==> config.mk <==
export PLATFORM = sky130hd
export DESIGN_NAME = data_island_scheduler
export DESIGN_NICKNAME = d
export VERILOG_FILES = /design/src/rtl/data_island_scheduler.sv
export SDC_FILE = /design/constraint.sdc
export NUM_CORES = 1
export LEC_CHECK = 0
export ABC_CLOCK_PERIOD_IN_PS = 4390
export BUFFER_PORTS_ARGS = -buffer_cell sky130_fd_sc_hd__buf_2
export CORE_UTILIZATION = 59
export DETAILED_ROUTE_END_ITERATION = 8
export GPL_TIMING_DRIVEN = 0
export PLACE_DENSITY = 0.81
export SLEW_MARGIN = 20
export SYNTH_ARGS = -nofsm -noshare
export SYNTH_HDL_FRONTEND = slang
export SYNTH_SLANG_ARGS = --single-unit
==> constraint.sdc <==
create_clock -name pixelClock -period 4.39 [get_ports pixelClock]
set_input_delay 0.2195 -clock pixelClock [delete_from_list [all_inputs] [get_ports pixelClock]]
set_output_delay 0.2195 -clock pixelClock [all_outputs]
set_load 0.01 [all_outputs]
==> src/rtl/data_island_scheduler.sv <==
// Data island scheduler: times the data island inside each blanking interval,
// drives the per-character phase strobes for the TMDS encoders and
// round-robin arbitrates the packet serializer between the packet sources.
module data_island_scheduler #(
    parameter int NUM_SOURCES = 4,
    parameter int SEL_WIDTH   = 3,
    parameter int MAX_PACKETS = 18,
    parameter int LEAD_GAP    = 10,
    parameter int TAIL_GAP    = 12
) (
    input  logic                   pixelClock,
    input  logic                   resetN,
    input  logic                   videoEnable,
    input  logic                   hSync,
    input  logic                   syncIsActiveLow,
    input  logic [11:0]            hBlankLength,
    input  logic [NUM_SOURCES-1:0] req,
    output logic [NUM_SOURCES-1:0] grant,
    output logic [SEL_WIDTH-1:0]   packetSelect,
    output logic                   islandActive,
    output logic                   preambleActive,
    output logic                   guardBandActive,
    output logic                   packetActive,
    output logic                   firstPacketClock,
    output logic                   overrun
);

    localparam logic [2:0] IDLE        = 3'd0;
    localparam logic [2:0] PREAMBLE    = 3'd1;
    localparam logic [2:0] LEAD_GUARD  = 3'd2;
    localparam logic [2:0] PACKET      = 3'd3;
    localparam logic [2:0] TRAIL_GUARD = 3'd4;

    localparam int PKT_CNT_W = $clog2(MAX_PACKETS + 1);

    // Blank characters needed for preamble, both guard pairs, one packet and the gaps.
    localparam logic [15:0] ONE_PACKET_SPAN  = 16'(LEAD_GAP + 12 + 32 + TAIL_GAP);
    // Remaining characters needed, seen from the last character of a packet,
    // to append one more packet plus the trailing guard and tail gap.
    localparam logic [15:0] NEXT_PACKET_SPAN = 16'(35 + TAIL_GAP);
    // The island is armed one character early so the first preamble
    // character coincides with elapsed == LEAD_GAP.
    localparam logic [11:0] ARM_POINT        = 12'(LEAD_GAP - 1);
    localparam logic [SEL_WIDTH-1:0] LAST_SOURCE = SEL_WIDTH'(NUM_SOURCES - 1);
    localparam logic [PKT_CNT_W-1:0] PACKET_LIMIT = PKT_CNT_W'(MAX_PACKETS);

    logic [2:0]             state;
    logic [4:0]             phase;
    logic [PKT_CNT_W-1:0]   packetCount;
    logic [SEL_WIDTH-1:0]   selectReg;
    logic [SEL_WIDTH-1:0]   rrPointer;
    logic                   done;
    logic                   overrunReg;

    logic [11:0]            elapsed;
    logic [11:0]            elapsedNow;
    logic                   videoEnableQ;
    logic                   hSyncActiveQ;
    logic                   hSyncActive;
    logic                   zeroElapsed;

    logic [SEL_WIDTH-1:0]   winner;
    logic                   winnerValid;
    logic [SEL_WIDTH-1:0]   winnerNextPtr;

    logic                   oneFits;
    logic                   moreRoom;
    logic                   startIsland;
    logic                   atLeadGrant;
    logic                   continuePacket;
    logic                   abort;
    logic                   issueGrant;

    // Line timing: detect blank start / vertical-blank line start and form the current elapsed count.
    always_comb begin
        hSyncActive = hSync ^ syncIsActiveLow;
        zeroElapsed = (!videoEnable && videoEnableQ) ||
                      (!videoEnable && hSyncActive && !hSyncActiveQ);
        elapsedNow  = zeroElapsed ? 12'd0 : elapsed;
    end

    // Elapsed-character counter, saturating, advanced only during blanking.
    // NOTE: sequential state uses non-blocking assignments so every flop samples pre-edge values.
    always_ff @(posedge pixelClock or negedge resetN) begin
        if (!resetN) begin
            elapsed      <= 12'd0;
            videoEnableQ <= 1'b0;
            hSyncActiveQ <= 1'b0;
        end else begin
            videoEnableQ <= videoEnable;
            hSyncActiveQ <= hSyncActive;
            if (!videoEnable)
                elapsed <= (elapsedNow == 12'hFFF) ? 12'hFFF : elapsedNow + 12'd1;
        end
    end

    // Round-robin arbiter: lowest requesting index at or after rrPointer, else wrap to the lowest.
    // NOTE: every always_comb output gets a default first so no path leaves it unassigned (no latch).
    always_comb begin
        winner      = '0;
        winnerValid = 1'b0;
        for (int i = 0; i < NUM_SOURCES; i++) begin
            if (!winnerValid && req[i] && (SEL_WIDTH'(i) >= rrPointer)) begin
                winnerValid = 1'b1;
                winner      = SEL_WIDTH'(i);
            end
        end
        for (int i = 0; i < NUM_SOURCES; i++) begin
            if (!winnerValid && req[i]) begin
                winnerValid = 1'b1;
                winner      = SEL_WIDTH'(i);
            end
        end
        winnerNextPtr = (winner == LAST_SOURCE) ? '0 : winner + SEL_WIDTH'(1);
    end

    // Scheduling decisions for the current character.
    always_comb begin
        oneFits        = ONE_PACKET_SPAN <= {4'b0, hBlankLength};
        moreRoom       = ({4'b0, elapsedNow} + NEXT_PACKET_SPAN) <= {4'b0, hBlankLength};
        abort          = videoEnable && (state != IDLE);
        startIsland    = (state == IDLE) && !videoEnable && !done &&
                         (elapsedNow == ARM_POINT) && (|req) && oneFits;
        atLeadGrant    = (state == LEAD_GUARD) && (phase == 5'd1);
        continuePacket = (state == PACKET) && (phase == 5'd31) && winnerValid &&
                         (packetCount < PACKET_LIMIT) && moreRoom;
        issueGrant     = !abort && winnerValid && (atLeadGrant || continuePacket);
    end

    // Island sequencer: preamble, leading guard, packets, trailing guard.
    // NOTE: reset is asynchronous so a mid-island reset drops every strobe without waiting for a clock.
    always_ff @(posedge pixelClock or negedge resetN) begin
        if (!resetN) begin
            state       <= IDLE;
            phase       <= 5'd0;
            packetCount <= '0;
            selectReg   <= '0;
            rrPointer   <= '0;
            overrunReg  <= 1'b0;
        end else begin
            if (issueGrant) begin
                selectReg <= winner;
                rrPointer <= winnerNextPtr;
            end
            if (abort) begin
                state      <= IDLE;
                phase      <= 5'd0;
                overrunReg <= 1'b1;
            end else begin
                case (state)
                    IDLE: begin
                        if (startIsland) begin
                            state       <= PREAMBLE;
                            phase       <= 5'd0;
                            packetCount <= '0;
                        end
                    end
                    PREAMBLE: begin
                        if (phase == 5'd7) begin
                            state <= LEAD_GUARD;
                            phase <= 5'd0;
                        end else begin
                            phase <= phase + 5'd1;
                        end
                    end
                    LEAD_GUARD: begin
                        if (phase == 5'd1) begin
                            // All requests withdrawn during the preamble: close an empty island.
                            state       <= issueGrant ? PACKET : TRAIL_GUARD;
                            phase       <= 5'd0;
                            packetCount <= issueGrant ? PKT_CNT_W'(1) : '0;
                        end else begin
                            phase <= phase + 5'd1;
                        end
                    end
                    PACKET: begin
                        if (phase == 5'd31) begin
                            phase <= 5'd0;
                            if (issueGrant)
                                packetCount <= packetCount + PKT_CNT_W'(1);
                            else
                                state <= TRAIL_GUARD;
                        end else begin
                            phase <= phase + 5'd1;
                        end
                    end
                    TRAIL_GUARD: begin
                        if (phase == 5'd1) begin
                            state <= IDLE;
                            phase <= 5'd0;
                        end else begin
                            phase <= phase + 5'd1;
                        end
                    end
                    default: begin
                        state <= IDLE;
                        phase <= 5'd0;
                    end
                endcase
            end
        end
    end

    // One island per line: done blocks a restart until elapsed is zeroed again.
    always_ff @(posedge pixelClock or negedge resetN) begin
        if (!resetN)
            done <= 1'b0;
        else if (zeroElapsed)
            done <= 1'b0;
        else if (abort || ((state == TRAIL_GUARD) && (phase == 5'd1)))
            done <= 1'b1;
    end

    // Output decode from the sequencer state.
    always_comb begin
        grant            = issueGrant ? (NUM_SOURCES'(1) << winner) : '0;
        packetSelect     = issueGrant ? winner : selectReg;
        islandActive     = (state != IDLE);
        preambleActive   = (state == PREAMBLE);
        guardBandActive  = (state == LEAD_GUARD) || (state == TRAIL_GUARD);
        packetActive     = (state == PACKET);
        firstPacketClock = (state == PACKET) && (phase == 5'd0);
        overrun          = overrunReg;
    end

endmodule
## Word-level counts from Yosys, hierarchy flattened

Index checks and enable logic that the tools add are counted.

- Output and inout port bits: 13
- Register bits after elaboration: 35
- Input bits: 21
- Logic and storage cells: 140

- Bitwise logic cells: 2
- Shift-type cells: 1
- Reductions and logical operators: 53
- Magnitude comparators: 7
- Equality and inequality tests: 20
- Add/subtract/negate cells: 5
- Muxes and demuxes: 42

Operators by type and width:

| operator | number |
|---|---|
| 3-bit two-way mux | 16 |
| 5-bit two-way mux | 8 |
| 1-bit logical AND | 29 |
| 12-bit two-way mux | 2 |
| 5-bit one-hot mux with 4 select lines | 1 |
| 3-bit one-hot mux with 5 select lines | 1 |
| 5-bit one-hot mux with 3 select lines | 1 |
| 12-bit by 6-bit adder with 13-bit output, second input constant | 1 |
| 13-bit by 12-bit <= comparator with 1-bit output | 1 |
| 12-bit by 1-bit adder with 12-bit output, second input constant | 1 |
| 12-bit == test, second input constant | 1 |
| 12-bit by 4-bit == test with 1-bit output, second input constant | 1 |
| 7-bit by 12-bit <= comparator with 1-bit output, first input constant | 1 |
| 1-bit two-way mux | 12 |
| 3-bit != test, second input constant | 4 |
| 6-bit AND reduction | 2 |
| 1-bit zero test | 11 |
| 5-bit by 1-bit adder with 5-bit output, second input constant | 2 |
| 3-bit by 2-bit == test with 1-bit output, second input constant | 3 |
| 1-bit by 3-bit >= comparator with 1-bit output, first input constant | 2 |
| 2-bit by 3-bit >= comparator with 1-bit output, first input constant | 2 |
| 3-bit by 1-bit != test with 1-bit output, second input constant | 2 |
| 3-bit nonzero test | 2 |
| 5-bit by 1-bit == test with 1-bit output, second input constant | 1 |
| 18 further kinds | 23 |

## Longest topological paths before layout

- Depth after elaboration: 36
- Mapped depth: 19
- Depth with buffers taken out: 17

## Worst setup path before layout

No wires, ideal clock.

- Path type: register to output
- Start: reg videoEnableQ
- End: out packetSelect[1]
- Path buffers: 1
- Arrival time: 3.541 ns
- Data required time: 4.171 ns
- Slack: 0.630 ns
- Cell stages (with the launch flop): 17
- Cells stage by stage: dfrtp_1 nor2b_1 a21oi_1 nand2_1 ha_1 or3b_4 a21oi_4 nor2_1 xnor2_1 nor2_1 ha_1 a2111o_1 a21oi_1 a21oi_1 nor3_2 buf_6 mux2_4

- Cells in the longest elaborated chain, start to end: 9

RTL lines:

| item | RTL line | RTL |
|---|---|---|
| start: declaration | 57 | `logic videoEnableQ;` |
| start signal: assignment | 90 | `videoEnableQ <= videoEnable;` |
| 1-bit logical AND | 77 | `zeroElapsed = (!videoEnable && videoEnableQ) \|\|` |
| 1-bit logical OR | 77 |  |
| 12-bit two-way mux | 79 | `elapsedNow = zeroElapsed ? 12'd0 : elapsed;` |
| 12-bit by 6-bit adder with 13-bit output | 120 | `moreRoom = ({4'b0, elapsedNow} + NEXT_PACKET_SPAN) <= {4'b0, hBlankLength};` |
| 13-bit by 12-bit <= comparator with 1-bit output | 120 |  |
| 1-bit logical AND | 126 | `(packetCount < PACKET_LIMIT) && moreRoom;` |
| 1-bit logical OR | 127 | `issueGrant = !abort && winnerValid && (atLeadGrant \|\| continuePacket);` |
| 1-bit logical AND | 127 |  |
| 3-bit two-way mux | 217 | `packetSelect = issueGrant ? winner : selectReg;` |
| end: declaration | 19 | `output logic [SEL_WIDTH-1:0] packetSelect,` |

No other way between the ends.

## Worst setup path in the final report

- Start: reg hSyncActiveQ
- End: out packetSelect[0]

- Cells in the longest elaborated chain, start to end: 10

RTL lines:

| item | RTL line | RTL |
|---|---|---|
| start: declaration | 58 | `logic hSyncActiveQ;` |
| start signal: assignment | 91 | `hSyncActiveQ <= hSyncActive;` |
| 1-bit zero test | 78 | `(!videoEnable && hSyncActive && !hSyncActiveQ);` |
| 1-bit logical AND | 78 |  |
| 1-bit logical OR | 77 |  |
| 12-bit two-way mux | 79 |  |
| 12-bit by 6-bit adder with 13-bit output | 120 |  |
| 13-bit by 12-bit <= comparator with 1-bit output | 120 |  |
| 1-bit logical AND | 126 |  |
| 1-bit logical OR | 127 |  |
| 1-bit logical AND | 127 |  |
| 3-bit two-way mux | 217 |  |

No other way between the ends.

==> summary.md <==
| Metric | Value |
|---|---|
| Post-Syn Area | `0.002780 mm^2` |
| DRT iter0 DRCs | `approximately 160` |
| Ys flop type | `dfrtp_1` |
| Placed cell count | `between 400 and 500` |
| R2r endpoint | `packetCount[4]` |
| Yosys top cell area share | `30.60%` |
| Worst min path class | `in -> async` |
| Routed Antenna Nets | `0` |
| Fin. Hold Viols | `17` |
| Total CTS buffers | `5` |
| Maximum fanout along the worst path | `10` |
| Worst VDD drop | `about 280 uV` |
| CTS max path bufs | `2` |
| Slew Limit Fails | `0` |
| Avg Cell Area, Syn | `8.274 um^2` |
| Slew headroom | `48.92%` |
| Ranking of synthesized cells by area | `dfrtp_1 31%, ha_1 11%, a21oi_1 5.2%` |
| Final Non-Filler Cells | `435` |
| Startpoint types | `flip-flop` |
| Vias | `2631` |
| CTS clk-pin slew, worst paths | `0.08 ns` |
| Die area | `0.004991 mm^2` |
| Min Tclk post-route | `~4.2 ns` |
| Final cycle utilization of the critical path | `95.35%` |
| Filler cells | `approximately 380` |
| Detailed Routing Iterations Pass 1 | `6` |
| RePlAce Congestion | `0.9378` |
| TNS Setup | `0 ns` |
| Critical path arrival | `3.97 ns` |
| Share of layout cells above drive strength 1 | `22.98%` |
| Number of global-route vias before repair | `2376` |
| Ys async rst share | `100.0%` |
| Synth top cells by count | `34 x dfrtp_1, 33 x nor2_1, 29 x a21oi_1, 29 x inv_1, 25 x nand2_1` |
| Die W | `70.65 um` |
| Post-synthesis net count | `381` |
| Antenna violations before repair | `0` |
| Pwr Density | `451.5 mW/mm^2` |
| Flops & latches, synth | `34` |
| Port bufs | `33` |
| Gr usage total | `26.61%` |
| Largest net degree at the start of global routing | `35` |
| Placeable core area | `0.004444 mm^2` |
| Setup Skew | `between 0.008 and 0.009 ns` |
| Crit. End Element | `output port` |
| Root buf cell | `clkbuf_8` |
| Most common cell in the netlist | `dfrtp_1` |
| FMAX | `238.9 MHz` |
| P_leak | `1.534 nW` |
| Initial Utilization | `62.56%` |
| Violated checks | `design-rule violations, negative hold slack` |
| Status | `finished, violations left` |
| WL/cell | `14.52 um` |
| Rows | `24` |
| Hold WS | `-0.01152 ns` |
| Area growth, synth to finish | `14.99%` |
| Part of the Yosys area used for sequential elements | `around 31%` |
| Pwr Total | `~1.4 mW` |
| Final WL | `around 6300 um` |
| Worst-case reg-to-reg path depth | `20` |
| CTS tree | `built` |
| Yosys warns | `0` |
| Crit Path Category | `reg -> out` |
| Setup slack, reg-to-reg | `0.71 ns` |
| Final HPWL DP | `around 4700 um` |
| Slew @ Worst Pin | `about 0.77 ns` |
| H-tree levels | `2` |
| Final nets | `427` |
| Via density | `a little over 6` |
| Worst path required time | `4.17 ns` |
| Grt total ovfl | `0` |
| Die Span Y | `70.65 um` |
| Wire length of the first global-routing pass | `10590 um` |
| Residual DRC | `8` |
| R2R Path Start | `hSyncActiveQ` |
| I/O Pins | `34` |
| CTS sink count | `34` |
| Leading area contributor after synthesis | `dfrtp_1` |
| Worst setup margin | `0.2039 ns` |
| Synth Instances | `336` |
| Max Cap Viol | `0` |
| Cell variety after synth | `between 50 and 60` |
| Post-synth EDFFs | `0` |
| Worst-skew pair later-pin latency | `0.30 ns` |
| # diodes | `0` |
| Final number of setup-violating endpoints | `0` |
| Pre-CTS setup slack | `-0.1746 ns` |
## area by class of cell
cell class / instances / area (um^2) / area share, %
Timing Repair Buffer: 39 / 210.2 / 6.575
Multi-Input combinational cell: 256 / 1774 / 55.50
Clock buffer: 6 / 82.58 / 2.583
Sequential cell: 34 / 850.8 / 26.61
Clock inverter: 2 / 12.51 / 0.3914
Tap cell: 52 / 65.06 / 2.035
Buffer: 17 / 92.59 / 2.896
Inverter: 29 / 108.9 / 3.405
## how the worst max path moves through the flow
stage,startpoint,end,slack (ns),depth (start not counted)
4_1_cts,hSyncActiveQ,packetSelect[1],0.03,17
6_report,hSyncActiveQ,packetSelect[0],0.20,17
5_1_grt,hSyncActiveQ,packetSelect[0],-0.02,17
3_3_place_gp,videoEnable,packetSelect[1],-0.16,19
2_1_floorplan,videoEnableQ,packetSelect[1],0.63,16
3_5_place_dp,videoEnable,packetSelect[1],-0.17,19
## per-layer routing
metal	global-route usage (%)	routed length, um
met1	35.99	2840
met2	43.80	2967
met3	4.986	422
met4	8.000	85
met5	0	0
## cell usage in the layout, fill, tap and decap left out, types with 10 or more instances in the layout
| cell | n |
|---|---|
| a21oi_1 | 26 |
| buf_2 | 38 |
| dfrtp_1 | 34 |
| ha_1 | 23 |
| inv_1 | 29 |
| nand2_1 | 23 |
| nand3_1 | 11 |
| nand4_1 | 10 |
| nor2_1 | 32 |
| nor3_1 | 11 |
| o21ai_0 | 15 |
## cells by family after synthesis
kind of cell,count (synthesis),synth area share (%)
xor gates and xnor gates,10,3.151
buffers and inverters,46,7.245
and+or+nand+nor,131,25.34
DFF,34,30.60
AOI/OAI and AO/OA,86,20.84
muxes,5,2.025
adders and majority gates,24,10.80
## worst max-delay path: stages, from the launching register on
cell	delay (ns)
dfrtp_1	0.41
nor2_4	0.14
a21oi_4	0.12
nand2_2	0.16
ha_4	0.17
or3b_4	0.39
a21oi_4	0.17
nor2_1	0.08
xnor2_1	0.13
nor2_1	0.06
ha_1	0.34
a2111o_1	0.39
a21oi_2	0.13
a21oi_2	0.09
nor3_2	0.26
buf_4	0.16
mux2_2	0.33
buf_2	0.14
## per-stage QoR
stage	util [%]	cell area (um^2)	hold slack (ns)
after floorplan	-	2780	-0.07609
after global placement	67.74	3010	0.3358
after detailed placement	67.74	3010	0.3338
after CTS	70.30	3124	0.01486
after global routing	71.93	3197	0.05786
final	71.93	3197	-0.01152
## flip-flops by register name, indices dropped and copies added (netlist names)
signal,flops
state,3
done,1
phase,5
elapsed,12
videoEnableQ,1
hSyncActiveQ,1
overrun,1
packetCount,5
selectReg,3
rrPointer,2
## power by group
group | internal, mW | leakage [nW] | switching (mW)
sequential | 0.381 | 0.439 | 0.0674
clock | 0.126 | 0.0472 | 0.123
combinational | 0.306 | 1.05 | 0.440
## what timing repair did
item | 4_1_cts | 5_1_grt
setup buffers | 1 | 5
hold buffers | 0 | 0
pin swaps | 1 | 5
setup endpoints to repair | 7 | 7
gates resized for setup | 2 | 9
Power figures use the tool's default switching activity.
